## config.mk

```make
export PLATFORM = sky130hd
export DESIGN_NAME = rs_c1_corr_ctrl
export DESIGN_NICKNAME = d
export VERILOG_FILES = /design/src/rtl/rs_cd_pkg.sv /design/src/rtl/gf256_mul_alpha.sv /design/src/rtl/rs_c1_corr_ctrl.sv
export SDC_FILE = /design/constraint.sdc
export NUM_CORES = 1
export LEC_CHECK = 0
export BUFFER_PORTS_ARGS = -buffer_cell sky130_fd_sc_hd__clkbuf_2
export CELL_PAD_IN_SITES_DETAIL_PLACEMENT = 0
export CELL_PAD_IN_SITES_GLOBAL_PLACEMENT = 2
export CORE_MARGIN = 4
export CORE_UTILIZATION = 42
export CTS_BUF_LIST = sky130_fd_sc_hd__clkbuf_4 sky130_fd_sc_hd__clkbuf_8
export CTS_CLUSTER_SIZE = 28
export DETAILED_ROUTE_END_ITERATION = 7
export PLACE_DENSITY = 0.91
export SLEW_MARGIN = 20
export SYNTH_ARGS = -nofsm -noshare
export SYNTH_HDL_FRONTEND = slang
export SYNTH_HIERARCHICAL = 1
export SYNTH_SLANG_ARGS = --single-unit
```

## constraint.sdc

```tcl
create_clock -name i_clk -period 4.82 [get_ports i_clk]
set_clock_uncertainty 0.05 [all_clocks]
set_input_delay 0.964 -clock i_clk [delete_from_list [all_inputs] [get_ports i_clk]]
set_output_delay 0.964 -clock i_clk [all_outputs]
set_load 0.05 [all_outputs]
```

## src/rtl/rs_cd_pkg.sv

```systemverilog
// ---------------------------------------------------------------------------
// rs_cd_pkg
// Shared types and GF(256) helpers for the CD CIRC Reed-Solomon decoder.
//   status_e   : result codes reported by the C1 correction controller
//   state_e    : sequencing states of rs_c1_corr_ctrl
//   GF_ALPHA   : primitive element alpha = x
//   GF_PRIM_LO : low byte of x^8+x^4+x^3+x^2+1
//   gf256_mul  : combinational shift-and-reduce GF(256) multiply
// ---------------------------------------------------------------------------
package rs_cd_pkg;

  typedef enum logic [1:0] {
    ST_NONE = 2'd0,
    ST_CORR = 2'd1,
    ST_FAIL = 2'd2
  } status_e;

  typedef enum logic [2:0] {
    S_IDLE,
    S_ZCHK,
    S_INV,
    S_LOC,
    S_VERIFY,
    S_SEARCH,
    S_DONE
  } state_e;

  localparam logic [7:0] GF_ALPHA   = 8'h02;
  localparam logic [7:0] GF_PRIM_LO = 8'h1D;

  // Walks the bits of b, accumulating a*x^i while a is multiplied by x
  // (shift, then fold bit 8 back in with the reduction byte).
  function automatic logic [7:0] gf256_mul(input logic [7:0] a,
                                           input logic [7:0] b,
                                           input logic [7:0] prim_lo);
    logic [7:0] acc;
    logic [7:0] sh;
    acc = '0;
    sh  = a;
    for (int i = 0; i < 8; i++) begin
      if (b[i]) acc = acc ^ sh;
      sh = {sh[6:0], 1'b0} ^ (sh[7] ? prim_lo : 8'h00);
    end
    return acc;
  endfunction

endpackage

```

## src/rtl/gf256_mul_alpha.sv

```systemverilog
// ---------------------------------------------------------------------------
// gf256_mul_alpha
// Combinational multiply by alpha (= x) in GF(256); steps the locator
// search candidate one power of alpha per cycle.
//   i_a : operand
//   o_y : i_a * alpha
// ---------------------------------------------------------------------------
module gf256_mul_alpha
  import rs_cd_pkg::*;
#(
  parameter logic [7:0] PRIM_LO = GF_PRIM_LO
) (
  input  logic [7:0] i_a,
  output logic [7:0] o_y
);

  assign o_y = {i_a[6:0], 1'b0} ^ (i_a[7] ? PRIM_LO : 8'h00);

endmodule

```

## src/rtl/rs_c1_corr_ctrl.sv

```systemverilog
// ---------------------------------------------------------------------------
// rs_c1_corr_ctrl
// Single-error correction sequencer for the CIRC C1 stage, RS(32,28).
// Classifies the four syndromes as no error / one error / uncorrectable,
// obtains 1/S0 from a shared gf256_inv via req/gnt, forms the locator
// X = S1/S0, verifies it against S2 and S3, then searches alpha^k == X.
//
// Ports:
//   i_clk, i_resb           clock, asynchronous active-low reset
//   i_syn_valid, i_s0..i_s3 one-cycle syndrome strobe and syndromes
//   o_inv_req, i_inv_gnt    shared-inverter handshake
//   o_inv_x, i_inv_y        inverter operand (S0 while requesting) / result
//   o_valid                 one-cycle result strobe
//   o_status                0 none, 1 corrected, 2 uncorrectable
//   o_err_pos, o_err_mag    error position / magnitude (held until next result)
//   o_busy                  state is not IDLE
//   o_overrun               sticky: syndromes arrived while busy
//
// Build option RS_C1_CORR_STATS_EN adds saturating o_cnt_corr / o_cnt_fail.
// ---------------------------------------------------------------------------
module rs_c1_corr_ctrl
  import rs_cd_pkg::*;
#(
  parameter  int         N_SYM   = 32,
  parameter  logic [7:0] PRIM_LO = GF_PRIM_LO,
  localparam int         POS_W   = $clog2(N_SYM)
) (
  input  logic             i_clk,
  input  logic             i_resb,
  input  logic             i_syn_valid,
  input  logic [7:0]       i_s0,
  input  logic [7:0]       i_s1,
  input  logic [7:0]       i_s2,
  input  logic [7:0]       i_s3,
  output logic             o_inv_req,
  input  logic             i_inv_gnt,
  output logic [7:0]       o_inv_x,
  input  logic [7:0]       i_inv_y,
  output logic             o_valid,
  output logic [1:0]       o_status,
  output logic [POS_W-1:0] o_err_pos,
  output logic [7:0]       o_err_mag,
  output logic             o_busy,
`ifdef RS_C1_CORR_STATS_EN
  output logic [15:0]      o_cnt_corr,
  output logic [15:0]      o_cnt_fail,
`endif
  output logic             o_overrun
);

  localparam logic [POS_W-1:0] K_LAST = POS_W'(N_SYM - 1);

  state_e           state_q, state_d;
  logic [7:0]       s0_q, s1_q, s2_q, s3_q;
  logic [7:0]       s0_d, s1_d, s2_d, s3_d;
  logic [7:0]       invr_q, invr_d;
  logic [7:0]       x_q, x_d;
  logic [7:0]       p_q, p_d, p_next;
  logic [POS_W-1:0] k_q, k_d;
  // Result decided on entry to DONE; published to the outputs on leaving it.
  status_e          res_st_q, res_st_d;
  logic [POS_W-1:0] res_pos_q, res_pos_d;
  logic [7:0]       res_mag_q, res_mag_d;
  logic             valid_q, valid_d;
  logic [1:0]       status_q, status_d;
  logic [POS_W-1:0] pos_q, pos_d;
  logic [7:0]       mag_q, mag_d;
  logic             overrun_q, overrun_d;

  gf256_mul_alpha #(.PRIM_LO(PRIM_LO)) u_step (
    .i_a (p_q),
    .o_y (p_next)
  );

  always_comb begin
    // NOTE: every variable gets its hold value first so no path leaves it
    // unassigned; otherwise synthesis would infer a latch.
    state_d   = state_q;
    s0_d      = s0_q;
    s1_d      = s1_q;
    s2_d      = s2_q;
    s3_d      = s3_q;
    invr_d    = invr_q;
    x_d       = x_q;
    p_d       = p_q;
    k_d       = k_q;
    res_st_d  = res_st_q;
    res_pos_d = res_pos_q;
    res_mag_d = res_mag_q;
    valid_d   = 1'b0;
    status_d  = status_q;
    pos_d     = pos_q;
    mag_d     = mag_q;
    // DONE counts as busy, so only IDLE accepts new syndromes.
    overrun_d = overrun_q | (i_syn_valid && (state_q != S_IDLE));

    unique case (state_q)
      S_IDLE: begin
        if (i_syn_valid) begin
          s0_d    = i_s0;
          s1_d    = i_s1;
          s2_d    = i_s2;
          s3_d    = i_s3;
          state_d = S_ZCHK;
        end
      end
      S_ZCHK: begin
        res_pos_d = '0;
        res_mag_d = '0;
        if ((s0_q | s1_q | s2_q | s3_q) == 8'h00) begin
          res_st_d = ST_NONE;
          state_d  = S_DONE;
        end else if (s0_q == 8'h00) begin
          res_st_d = ST_FAIL;
          state_d  = S_DONE;
        end else begin
          state_d  = S_INV;
        end
      end
      S_INV: begin
        if (i_inv_gnt) begin
          invr_d  = i_inv_y;
          state_d = S_LOC;
        end
      end
      S_LOC: begin
        x_d     = gf256_mul(s1_q, invr_q, PRIM_LO);
        state_d = S_VERIFY;
      end
      S_VERIFY: begin
        // A single error makes the syndromes a geometric series of ratio X.
        if ((gf256_mul(s1_q, x_q, PRIM_LO) == s2_q) &&
            (gf256_mul(s2_q, x_q, PRIM_LO) == s3_q)) begin
          p_d     = 8'h01;
          k_d     = '0;
          state_d = S_SEARCH;
        end else begin
          res_st_d = ST_FAIL;
          state_d  = S_DONE;
        end
      end
      S_SEARCH: begin
        if (p_q == x_q) begin
          res_st_d  = ST_CORR;
          res_pos_d = k_q;
          res_mag_d = s0_q;
          state_d   = S_DONE;
        end else if (k_q == K_LAST) begin
          res_st_d = ST_FAIL;
          state_d  = S_DONE;
        end else begin
          p_d = p_next;
          k_d = k_q + POS_W'(1);
        end
      end
      S_DONE: begin
        valid_d  = 1'b1;
        status_d = res_st_q;
        pos_d    = res_pos_q;
        mag_d    = res_mag_q;
        state_d  = S_IDLE;
      end
      default: state_d = S_IDLE;
    endcase
  end

  always_ff @(posedge i_clk or negedge i_resb) begin
    if (!i_resb) begin
      state_q   <= S_IDLE;
      s0_q      <= '0;
      s1_q      <= '0;
      s2_q      <= '0;
      s3_q      <= '0;
      invr_q    <= '0;
      x_q       <= '0;
      p_q       <= '0;
      k_q       <= '0;
      res_st_q  <= ST_NONE;
      res_pos_q <= '0;
      res_mag_q <= '0;
      valid_q   <= 1'b0;
      status_q  <= '0;
      pos_q     <= '0;
      mag_q     <= '0;
      overrun_q <= 1'b0;
    end else begin
      // NOTE: non-blocking assignments make every register update from
      // pre-edge values, independent of statement order.
      state_q   <= state_d;
      s0_q      <= s0_d;
      s1_q      <= s1_d;
      s2_q      <= s2_d;
      s3_q      <= s3_d;
      invr_q    <= invr_d;
      x_q       <= x_d;
      p_q       <= p_d;
      k_q       <= k_d;
      res_st_q  <= res_st_d;
      res_pos_q <= res_pos_d;
      res_mag_q <= res_mag_d;
      valid_q   <= valid_d;
      status_q  <= status_d;
      pos_q     <= pos_d;
      mag_q     <= mag_d;
      overrun_q <= overrun_d;
    end
  end

`ifdef RS_C1_CORR_STATS_EN
  logic [15:0] cnt_corr_q, cnt_fail_q;

  always_ff @(posedge i_clk or negedge i_resb) begin
    if (!i_resb) begin
      cnt_corr_q <= '0;
      cnt_fail_q <= '0;
    end else if (state_q == S_DONE) begin
      if ((res_st_q == ST_CORR) && (cnt_corr_q != 16'hFFFF)) cnt_corr_q <= cnt_corr_q + 16'd1;
      if ((res_st_q == ST_FAIL) && (cnt_fail_q != 16'hFFFF)) cnt_fail_q <= cnt_fail_q + 16'd1;
    end
  end

  assign o_cnt_corr = cnt_corr_q;
  assign o_cnt_fail = cnt_fail_q;
`endif

  assign o_inv_req = (state_q == S_INV);
  assign o_inv_x   = o_inv_req ? s0_q : 8'h00;
  assign o_valid   = valid_q;
  assign o_status  = status_q;
  assign o_err_pos = pos_q;
  assign o_err_mag = mag_q;
  assign o_busy    = (state_q != S_IDLE);
  assign o_overrun = overrun_q;

endmodule

```

# Word-level counts from Yosys, hierarchy flattened
# Cells that the tools add are included.
dict set report totals {
  out_inout_bits 27
  ff_bits 96
}
dict set report op_classes {
  eq_ne 19
  muxes 90
  reduce_logical 15
  bitwise 40
  add_sub_neg 1
}
# cell count
set op_table {}
lappend op_table {{8-bit two-way mux} 52}
lappend op_table {{8-bit bitwise XOR} 22}
lappend op_table {{8-bit by 5-bit bitwise XOR with 8-bit output} 14}
lappend op_table {{5-bit two-way mux} 19}
lappend op_table {{8-bit case mux with 2 select lines} 2}
lappend op_table {{8-bit equality test} 3}
lappend op_table {{8-bit bitwise OR} 3}
lappend op_table {{5-bit case mux with 2 select lines} 2}
lappend op_table {{3-bit two-way mux} 6}
lappend op_table {{3-bit case mux with 6 select lines} 1}
lappend op_table {{8-bit logical NOT} 2}
lappend op_table {{2-bit two-way mux} 6}
lappend op_table {{2-bit inequality test, second input constant} 6}
lappend op_table {{3-bit equality test, second input constant} 3}
lappend op_table {{4-bit AND reduction} 2}
lappend op_table {{3-bit by 2-bit equality test with 1-bit output, second input constant} 2}
lappend op_table {{3-bit inequality test, second input constant} 2}
lappend op_table {{2-bit case mux with 3 select lines} 1}
lappend op_table {{2-bit AND reduction} 3}
lappend op_table {{3-bit nonzero test} 2}
lappend op_table {{5-bit by 1-bit adder with 5-bit output, second input constant} 1}
lappend op_table {{5-bit equality test, second input constant} 1}
lappend op_table {{2-bit nonzero test} 2}
lappend op_table {{3-bit by 1-bit equality test with 1-bit output, second input constant} 1}
lappend op_table {{other kinds (6)} 7}

# Depth between registers and ports, before layout
# Gate-level depths: netlist of the first run.
dict set report logic_depth {
  word_depth 27
  depth_mapped 13
  depth_no_buf 10
}

# By module
# The synthesis of the first run kept the hierarchy.
# mod instances area_each_um2 cells_per_inst
set by_module_without_submodules {}
lappend by_module_without_submodules {rs_c1_corr_ctrl 1 7708.6 866}
lappend by_module_without_submodules {gf256_mul_alpha 1 63.8 8}

# Worst setup path after synthesis of the first run
# OpenSTA, ideal clock, no wires.
dict set report synth_timing {
  path_kind {flip-flop to flip-flop}
  from {register s1_q[5]}
  to {register p_q[1]}
  stages_incl_launch_ff 12
  path_buffers 1
  slack_ps 1858
  arrival_ps 2791
  period_less_slack_ps 2962
  setup_ps 121
  path_cell_list {dfrtp_1 -> buf_2 -> xor2_1 -> xnor2_1 -> nand2_1 -> xnor2_1 -> xnor3_1 -> nor4_1 -> nand4_1 -> o31ai_1 -> nand2_1 -> a22o_1}
}
dict set report synth_via {
  elab_chain_cells 27
  elab_cells_between_ends 36
  cone_classes {eq/ne: 2; mux: 18; bitwise: 14; reduce/logical: 2}
}
# item line_no
set synth_rtl {}
lappend synth_rtl {{start: declaration} rs_c1_corr_ctrl.sv:54} ;# logic [7:0] s0_q, s1_q, s2_q, s3_q;
lappend synth_rtl {{start signal: assignment} rs_c1_corr_ctrl.sv:171} ;# s1_q <= '0;
lappend synth_rtl {{start signal: assignment} rs_c1_corr_ctrl.sv:191} ;# s1_q <= s1_d;
lappend synth_rtl {{8-bit two-way mux} rs_cd_pkg.sv:41} ;# if (b[i]) acc = acc ^ sh;
lappend synth_rtl {{8-bit two-way mux} rs_c1_corr_ctrl.sv:97} ;# unique case (state_q)
lappend synth_rtl {{8-bit bitwise XOR} rs_cd_pkg.sv:41}
lappend synth_rtl {{8-bit two-way mux} rs_cd_pkg.sv:41}
lappend synth_rtl {{8-bit two-way mux} rs_c1_corr_ctrl.sv:97}
lappend synth_rtl {{8-bit bitwise XOR} rs_cd_pkg.sv:41}
lappend synth_rtl {{8-bit two-way mux} rs_cd_pkg.sv:41}
lappend synth_rtl {{8-bit two-way mux} rs_c1_corr_ctrl.sv:97}
lappend synth_rtl {{(+11 left out)} n/a}
lappend synth_rtl {{8-bit two-way mux} rs_c1_corr_ctrl.sv:97}
lappend synth_rtl {{8-bit bitwise XOR} rs_cd_pkg.sv:41}
lappend synth_rtl {{8-bit two-way mux *} rs_cd_pkg.sv:41}
lappend synth_rtl {{8-bit two-way mux *} rs_c1_corr_ctrl.sv:97}
lappend synth_rtl {{8-bit equality test *} rs_c1_corr_ctrl.sv:132} ;# if ((gf256_mul(s1_q, x_q, PRIM_LO) == s2_q) &&
lappend synth_rtl {{1-bit logical AND *} rs_c1_corr_ctrl.sv:132}
lappend synth_rtl {{2-bit inequality test (no source line) *} n/a}
lappend synth_rtl {{4-bit AND reduction (no source line) *} n/a}
lappend synth_rtl {{end signal: assignment} rs_c1_corr_ctrl.sv:196} ;# p_q <= p_d;
lappend synth_rtl {{end: declaration} rs_c1_corr_ctrl.sv:58} ;# logic [7:0] p_q, p_d, p_next;
# Mark *: on every way between the ends. The rest lies on a longest branch, timed or not. The select of a mux whose other input is x is not followed.
# A chain may end at the register's enable or synchronous reset.

# Final worst setup path of the first run
dict set report layout_timing {
  from {register s1_q[7]}
  to {register k_q[4]}
}
dict set report layout_via {
  elab_chain_cells 27
  elab_cells_between_ends 38
  cone_classes {eq/ne: 2; mux: 20; bitwise: 14; reduce/logical: 2}
}
# item line_no
set layout_rtl {}
lappend layout_rtl {{5-bit two-way mux or 8-bit two-way mux (tied branches)} {rs_cd_pkg.sv:42, rs_cd_pkg.sv:41}}
lappend layout_rtl {{8-bit by 5-bit bitwise XOR with 8-bit output or 8-bit two-way mux (tied branches)} {rs_cd_pkg.sv:42, rs_c1_corr_ctrl.sv:97}}
lappend layout_rtl {{8-bit bitwise XOR} rs_cd_pkg.sv:41}
lappend layout_rtl {{8-bit two-way mux} rs_cd_pkg.sv:41}
lappend layout_rtl {{8-bit two-way mux} rs_c1_corr_ctrl.sv:97}
lappend layout_rtl {{8-bit bitwise XOR} rs_cd_pkg.sv:41}
lappend layout_rtl {{8-bit two-way mux} rs_cd_pkg.sv:41}
lappend layout_rtl {{8-bit two-way mux} rs_c1_corr_ctrl.sv:97}
lappend layout_rtl {{(+11 left out)} n/a}
lappend layout_rtl {{8-bit two-way mux} rs_c1_corr_ctrl.sv:97}
lappend layout_rtl {{8-bit bitwise XOR} rs_cd_pkg.sv:41}
lappend layout_rtl {{8-bit two-way mux *} rs_cd_pkg.sv:41}
lappend layout_rtl {{8-bit two-way mux *} rs_c1_corr_ctrl.sv:97}
lappend layout_rtl {{8-bit equality test *} rs_c1_corr_ctrl.sv:132}
lappend layout_rtl {{1-bit logical AND *} rs_c1_corr_ctrl.sv:132}
lappend layout_rtl {{2-bit inequality test (no source line) *} n/a}
lappend layout_rtl {{4-bit AND reduction (no source line) *} n/a}
lappend layout_rtl {{end signal: assignment} rs_c1_corr_ctrl.sv:197} ;# k_q <= k_d;
lappend layout_rtl {{end: declaration} rs_c1_corr_ctrl.sv:59} ;# logic [POS_W-1:0] k_q, k_d;
# Marked as above.

==> results.ini, run 1 <==
[status]
status=complete, no violations

[critical_path]
start_kind=register
cp.arrival_ns=4.31
critPathCaptureType=register
crit_required_ns=5.06
worstSetupPathType=reg2reg
crit_slowest_cell=dfrtp_1
cp_cell_sequence=xor2_2 -> xnor2_1 -> nand2_1 -> xnor3_1 -> xnor2_1 -> nor3_1 -> nand4_1 -> o31ai_1 -> nand2_1 -> a22o_1
slowest_delay_ns=0.92
reg2reg_slack_ns=0.75
path_max_fanout=23

[timing]
finalHoldViolations=0
fin_setup_tns_ns=0
worst_slew_pin_slew_ns=1.11
min_period_ns=4.07
fmax_ghz=0.246
grt_setup_unrepaired=false
period_share_pct=84.5
slew_headroom_pct=25.8
setup_viol=0
setup_slack_ns=0.747
report.final.slew_viol_count=0

[synth]
syn_area_um2=7770
synth_nets=920
synth_top_area_share_pct=30.9
synth_top_area_cell=dfrtp_1
ys_ff_latch=96
yosysMostFrequentCell=nand2_1
seq_area_frac_synth_pct=30.9
synth-async-reset-ratio_pct=100
synth_cell_types=55
syn_inst=874
synthTopCellsByArea=dfrtp_1 31%, xnor2_1 15%, nand2_1 11%, mux2_2 6.2%, xnor3_1 6.1%
synth_area_per_cell_um2=8.89
synth.top_cells.by_count=220 x nand2_1, 134 x xnor2_1, 96 x dfrtp_1, 54 x xor2_1, 43 x mux2_2
synth-main-ff-cell=dfrtp_1
synth_warnings=6
synth_edf_count=0

[grt]
met3_usage_pct=3.27
grtUsageMet1_pct=30.8
first_global_vias=5977
grt_use_total_pct=20.9
grt_overflow=0
grtUsageMet2_pct=32.0
top_usage_layer=met2
grt_max_degree=68
antenna_found_initial=1
grt_pass1_wl_um=33600

[clocking]
cts_inserted_buffers=9
post-cts-setup-buffer-count=0
cts_hold_buf=0
cts_sinks=96
cts_tree=built
clk_latency_ns=0.40
cts.clk_slew.worst_paths_ns=0.10
clockRootBuffer=clkbuf_8
cts_resized=0
clock_path_buffers=2
h-tree-depth=3

[placement]
dpl.hpwl_um=14500
port_buffers=70
place_congestion=0.858
pre_cts_ws_ns=0.764
dp.cells=1113

[detailed_routing]
wl_per_cell_um=18.3
ant_nets=0
first_pass_iters=4
drc=0
routed_wirelength_um=20600
viasPerCell=5.32
vias=6009
drt_iter0_markers=493

[layout]
fin_nets=941
fin_cells=1129
drive_gt1_share_pct=17.0
num_antenna_cells=0
syn_to_final_growth_pct=8.26

[floorplanning]
rows=49
ios=71
die_area_um2=20700
die_height_um=144
die-width_um=144
start_util_pct=43.0
core_um2=18100

[job]
drv_cap=0

[worst_hold_path]
hp-class=reg2reg

-- worst paths after layout --
check,start,endpoint,cells after the start
setup / recovery,s1_q[7]$_DFFE_PN0P_,k_q[4]$_DFFE_PN0P_,10
max in group asynchronous,i_resb,s2_q[3]$_DFFE_PN0P_,2
hold / removal,o_overrun$_DFF_PN0_,o_overrun$_DFF_PN0_,1
hold reg to reg,o_overrun$_DFF_PN0_,o_overrun$_DFF_PN0_,1
setup reg to reg,s1_q[7]$_DFFE_PN0P_,k_q[4]$_DFFE_PN0P_,10
min in group asynchronous,i_resb,invr_q[7]$_DFFE_PN0P_,1
-- layer usage --
metal  vias up  part of all wire [%]
met5         -                 0.063
met4         2                   1.4
met3        24                   4.9
met2       139                    45
met1      2935                    48
li1       2909                     -
-- worst max-delay path: cells and delay by family (launching register included) --
kind / cells / cell delay (ns)
flops: 1 / 0.92
compound gates: 2 / 0.54
xor+xnor: 4 / 1.61
simple gates: 4 / 0.83
-- area by class of cell --
class | instances | area, µm²
Tap cell | 229 | 287
Clock buffer | 9 | 124
Multi-Input combinational cell | 693 | 5020
Fill cell | 1739 | 9670
Inverter | 9 | 33.8
Clock inverter | 7 | 71.3
Timing Repair Buffer | 86 | 473
Sequential cell | 96 | 2400
-- per-stage QoR --
stage	hold slack [ns]	util, %	instance area [µm²]
5_1_grt	0.458	46.5	8410
6_report	0.434	46.5	8410
3_5_place_dp	0.407	45.4	8210
3_3_place_gp	0.393	45.4	8210
4_1_cts	0.437	46.5	8410
2_1_floorplan	0.389	-	7770
-- flip-flops by register name, indices dropped and copies added (netlist names), 2 cells and up --
signal,count
s0_q,8
o_status,2
k_q,5
s2_q,8
invr_q,8
x_q,8
res_st_q,2
p_q,8
s1_q,8
o_err_mag,8
o_err_pos,5
res_pos_q,5
s3_q,8
res_mag_q,8
state_q,3
-- kinds of logic (layout without fill, tap and decap cells) --
| family | Yosys count | count (layout) | share of synthesized area (%) |
|---|---|---|---|
| simple gates | 323 | 323 | 18.4 |
| xor+xnor | 216 | 216 | 29.3 |
| compound gates | 99 | 99 | 8.93 |
| flops | 96 | 96 | 30.9 |
| buf+inv | 85 | 111 | 4.62 |
| mux | 53 | 53 | 7.52 |
| fa+ha+maj | 2 | 2 | 0.322 |
-- cell usage in the layout, fill, tap and decap left out, types with 13 or more instances in the layout --
cell,synthesis,final
clkbuf_2,0,69
a22o_1,25,25
dfrtp_1,96,96
xnor3_1,21,21
buf_4,5,17
o21ai_0,22,22
nor2_1,17,16
mux2_2,43,43
a21oi_1,15,15
xor2_1,54,54
xnor2_1,134,134
nand2_1,220,220
nand2b_1,13,13
Power of run 1 is left out: the tool's default activity adds up to more than one toggle a clock period on the data nets, which glitch-free logic cannot reach.
==> run 2, diff against run 1 <==
--- a/config.mk
+++ b/config.mk
@@ -9,11 +9,11 @@
 export CELL_PAD_IN_SITES_DETAIL_PLACEMENT = 0
 export CELL_PAD_IN_SITES_GLOBAL_PLACEMENT = 2
 export CORE_MARGIN = 4
-export CORE_UTILIZATION = 42
+export CORE_UTILIZATION = 35
 export CTS_BUF_LIST = sky130_fd_sc_hd__clkbuf_4 sky130_fd_sc_hd__clkbuf_8
 export CTS_CLUSTER_SIZE = 28
 export DETAILED_ROUTE_END_ITERATION = 7
-export PLACE_DENSITY = 0.91
+export PLACE_DENSITY = 0.81
 export SLEW_MARGIN = 20
 export SYNTH_ARGS = -nofsm -noshare
 export SYNTH_HDL_FRONTEND = slang
==> constraint.sdc (replaced) <==
create_clock -name i_clk -period 3.6 [get_ports i_clk]
set_clock_uncertainty 0.05 [all_clocks]
set_input_delay 0.72 -clock i_clk [delete_from_list [all_inputs] [get_ports i_clk]]
set_output_delay 0.72 -clock i_clk [all_outputs]
set_load 0.05 [all_outputs]
==> run 2 against run 1 <==
  * First-iteration DRC count decreased by 29%
  * Setup slack got worse by 0.48 ns
  * Count of clock-buffer cells in the layout unchanged
  * Wire length increased by 4.3%
  * Fmax increased by 22%
  * Critical path depth unchanged
  * Non-clock buffer count increased by 47
  * Utilization decreased by 5.9 points
  * Via count increased by 0.70%
  * Cell count increased by 8.7%
  * Highest routed layer unchanged
==> results.ini, run 2 (synthesis gave the netlist of run 1 again) <==
[critical_path]
worstSetupPathType=reg2reg
reg2reg_slack_ns=0.26
cp_cell_sequence=xor3_1 -> a21oi_1 -> or4_1 -> xnor3_1 -> xor2_1 -> a21oi_1 -> nand4_1 -> o31ai_1 -> nand2_2 -> a22o_1
path_max_fanout=10
critPathCaptureType=register
slowest_delay_ns=0.52
path_buf_inv=0
reg2reg_to=p_q[4]$_DFFE_PN0P_
cp.arrival_ns=3.56
path_common_cell=a21oi_1
crit_required_ns=3.82
r2r_start=s1_q[4]$_DFFE_PN0P_
start_kind=register
crit_slowest_cell=xor3_1
path_delay_family=XOR/XNOR gates
reg2reg_depth=10

[timing]
setup_slack_ns=0.264
worst_slew_pin_slew_ns=1.08
period_share_pct=92.7
fin_setup_tns_ns=0
holdWs_ns=0.363
report.final.slew_viol_count=0
setup_viol=0
grt_setup_unrepaired=false
finalHoldViolations=0
min_period_ns=3.34
fmax_ghz=0.300
slew_headroom_pct=27.4

[layout]
layout_commonest_cell=nand2_1
fin_nets=988
drive_gt1_share_pct=21.8
syn_to_final_growth_pct=14.0
num_antenna_cells=0
post-route-util_pct=40.6
layout_common_cells=219 x nand2_1, 132 x xnor2_1, 92 x dfrtp_1, 69 x clkbuf_2, 63 x buf_4

[detailed_routing]
vias=6051
wl_per_cell_um=17.5
viasPerCell=4.93
first_pass_iters=5
drc=0
ant_nets=0
drt_iter0_markers=348
routed_wirelength_um=21500

[floorplanning]
die-width_um=157
die_height_um=157
core_um2=21800
die_area_um2=24700
rows=54
start_util_pct=35.6
ios=71

[grt]
grt_max_degree=63
met3_usage_pct=3.19
grt_pass1_wl_um=34500
top_usage_layer=met2
grt_overflow=0
first_global_vias=5973
grtUsageMet2_pct=26.8
antenna_found_initial=1
grt_use_total_pct=17.8
grtUsageMet1_pct=26.7

[job]
drv_cap=0

[placement]
port_buffers=70
dpl.hpwl_um=16000
place_congestion=0.896
pre_cts_ws_ns=0.165

[clocking]
cts_sinks=96
h-tree-depth=3
clockRootBuffer=clkbuf_8
post-cts-setup-buffer-count=0
cts.clk_slew.worst_paths_ns=0.11
cts_inserted_buffers=9
cts_tree=built
clock_path_buffers=2
clk_latency_ns=0.38

[worst_hold_path]
hp-class=in2async

[status]
status=complete, no violations

## run 2: changes by cell type in the layout (fill, tap and decap cells not counted), sizes merged
cell and delta:
buf +47
## run 2: final cells by class
| class | count | area [µm²] |
|---|---|---|
| clock buffers | 9 | 124 |
| flip-flops and latches | 96 | 2410 |
| multi-input cells | 693 | 5040 |
| clock inverters | 7 | 71.3 |
| inverters | 9 | 33.8 |
| repair buffers | 133 | 838 |
| fillers | 2231 | 13000 |
| well taps | 280 | 350 |
## run 2: layer usage
metal | vias to the layer above | routed length, µm
met1 | 2894 | 10800
li1 | 3011 | -
met4 | 2 | 220
met3 | 15 | 967
met2 | 129 | 9500
met5 | - | 20
## run 2: worst max-delay path by stage
stage / start / cells after the start / to / slack [ns]
6_report: s1_q[4]$_DFFE_PN0P_ / 10 / p_q[4]$_DFFE_PN0P_ / 0.26
3_5_place_dp: s2_q[2]$_DFFE_PN0P_ / 9 / k_q[4]$_DFFE_PN0P_ / 0.17
3_3_place_gp: s2_q[5]$_DFFE_PN0P_ / 11 / p_q[1]$_DFFE_PN0P_ / 0.16
2_1_floorplan: s1_q[5]$_DFFE_PN0P_ / 11 / p_q[1]$_DFFE_PN0P_ / 0.64
5_1_grt: s2_q[5]$_DFFE_PN0P_ / 11 / p_q[4]$_DFFE_PN0P_ / 0.009
4_1_cts: s2_q[2]$_DFFE_PN0P_ / 9 / p_q[4]$_DFFE_PN0P_ / 0.12
## run 2: what timing repair did
action,CTS,global route
hold buffers,0,0
resized for setup,0,7
setup endpoints to repair,0,13
## run 2: stage by stage
step / std cells / cell area (µm²)
6_report: 1227 / 8860
5_1_grt: 1227 / 8860
4_1_cts: 1227 / 8840
3_5_place_dp: 1211 / 8640
3_3_place_gp: 1211 / 8640
2_1_floorplan: 874 / 7770
Power of run 2 is left out for the same reason.
==> run 3, diff against run 2 <==
--- a/config.mk
+++ b/config.mk
@@ -9,12 +9,11 @@
 export CELL_PAD_IN_SITES_DETAIL_PLACEMENT = 0
 export CELL_PAD_IN_SITES_GLOBAL_PLACEMENT = 2
 export CORE_MARGIN = 4
-export CORE_UTILIZATION = 35
+export CORE_UTILIZATION = 42
 export CTS_BUF_LIST = sky130_fd_sc_hd__clkbuf_4 sky130_fd_sc_hd__clkbuf_8
 export CTS_CLUSTER_SIZE = 28
 export DETAILED_ROUTE_END_ITERATION = 7
-export PLACE_DENSITY = 0.81
-export SLEW_MARGIN = 20
+export PLACE_DENSITY = 0.91
 export SYNTH_ARGS = -nofsm -noshare
 export SYNTH_HDL_FRONTEND = slang
 export SYNTH_HIERARCHICAL = 1
==> constraint.sdc (replaced) <==
create_clock -name i_clk -period 4.1 [get_ports i_clk]
set_clock_uncertainty 0.05 [all_clocks]
set_input_delay 0.82 -clock i_clk [delete_from_list [all_inputs] [get_ports i_clk]]
set_output_delay 0.82 -clock i_clk [all_outputs]
set_load 0.05 [all_outputs]
==> run 3 against run 2 <==
  * Cell count shrank 6.1%
  * Count of clock-buffer cells in the layout unchanged
  * Sequential cell count stayed put
  * Hold slack gained 0.048 ns
  * Fmax decreased by 10%
  * First-iteration DRC count increased by 37%
  * Wire length shrank 3.5%
  * Critical path depth is 1 higher
==> results.ini, run 3 (synthesis gave the netlist of run 1 again) <==
[clocking]
cts_tree=built
cts_resized=0
clk_latency_ns=0.39
clockRootBuffer=clkbuf_8
post-cts-setup-buffer-count=0
cts_hold_buf=0
cts_inserted_buffers=9
clock_path_buffers=2
cts.clk_slew.worst_paths_ns=0.12
cts_sinks=96
h-tree-depth=3

[timing]
finalHoldViolations=0
setup_viol=0
grt_setup_unrepaired=false
fin_setup_tns_ns=0
worst_slew_pin_slew_ns=1.08
min_period_ns=3.72
period_share_pct=90.7
slew_headroom_pct=28.1
fmax_ghz=0.269
report.final.slew_viol_count=0

[floorplanning]
die_height_um=144
rows=49
ios=71
die-width_um=144
die_area_um2=20700
core_um2=18100
start_util_pct=43.0

[critical_path]
critPathCaptureType=register
cp.arrival_ns=3.93
slowest_delay_ns=0.60
reg2reg_to=p_q[4]$_DFFE_PN0P_
worstSetupPathType=reg2reg
crit_slowest_cell=dfrtp_1
path_delay_family=XOR/XNOR gates
critPathLaunch=s1_q[5]$_DFFE_PN0P_
start_kind=register
path_buf_inv=1
cp_cell_sequence=buf_4 -> xnor2_1 -> xnor2_1 -> nand2_1 -> xnor3_1 -> xnor3_1 -> nor4b_1 -> nand4_1 -> o31ai_1 -> nand2_1 -> a22o_1
crit_required_ns=4.31
r2r_start=s1_q[5]$_DFFE_PN0P_
path_max_fanout=11
reg2reg_depth=11
critPathCapture=p_q[4]$_DFFE_PN0P_
reg2reg_slack_ns=0.38
cp.depth=11

[placement]
port_buffers=70
place_congestion=0.857
dpl.hpwl_um=15200

[grt]
grt_max_degree=51
grt_overflow=0
grt_pass1_wl_um=33900
first_global_vias=6024
grt_use_total_pct=20.9
antenna_found_initial=0

[detailed_routing]
routed_wirelength_um=20800
vias=6050
wl_per_cell_um=18.0
first_pass_iters=5
drt_iter0_markers=476
ant_nets=0
drc=0
viasPerCell=5.25

[layout]
drive_gt1_share_pct=18.9
layout_commonest_cell=nand2_1
syn_to_final_growth_pct=10.5
layout_common_cells=220 x nand2_1, 134 x xnor2_1, 96 x dfrtp_1, 69 x clkbuf_2, 54 x xor2_1
fin_nets=963

[worst_hold_path]
hp-class=in2async

[status]
status=complete, no violations

[job]
drv_cap=0

[run 3: worst min-delay path by stage]
stage,start,end,depth (start not counted)
CTS,i_resb,x_q[2]$_DFFE_PN0P_,1
detailed placement,o_overrun$_DFF_PN0_,o_overrun$_DFF_PN0_,1
global placement,o_overrun$_DFF_PN0_,o_overrun$_DFF_PN0_,1
floorplan,res_mag_q[0]$_DFFE_PN0P_,o_err_mag[0]$_DFFE_PN0P_,2
finish,i_resb,invr_q[7]$_DFFE_PN0P_,1
global route,o_overrun$_DFF_PN0_,o_overrun$_DFF_PN0_,1
[run 3: final cells by class]
type	count	area, µm²
diodes	1	2.50
well taps	229	287
flip-flops and latches	96	2400
repair buffers	108	651
fillers	1743	9500
clock buffers	9	124
clock inverters	7	71.3
inverters	9	33.8
multi-input cells	693	5020
[run 3: per-layer routing]
metal	share of wire (%)	vias to the layer above	GRT usage, %
met5	0	-	0
met1	49	2925	30.6
met4	1.5	0	4.66
met3	4.9	22	3.44
li1	-	2957	-
met2	45	146	32.5
[run 3: through the flow]
| stage | cell area, µm² | util, % | hold WS [ns] | setup slack, ns | std cells |
|---|---|---|---|---|---|
| final | 8590 | 47.5 | 0.411 | 0.382 | 1152 |
| after global routing | 8590 | 47.5 | 0.437 | 0.0374 | 1151 |
| after CTS | 8590 | 47.5 | 0.427 | 0.413 | 1151 |
| after detailed placement | 8390 | 46.4 | 0.402 | 0.458 | 1135 |
| after global placement | 8390 | 46.4 | 0.393 | 0.494 | 1135 |
| after floorplan | 7770 | - | 0.389 | 1.14 | 874 |
Power of run 3 is left out for the same reason.
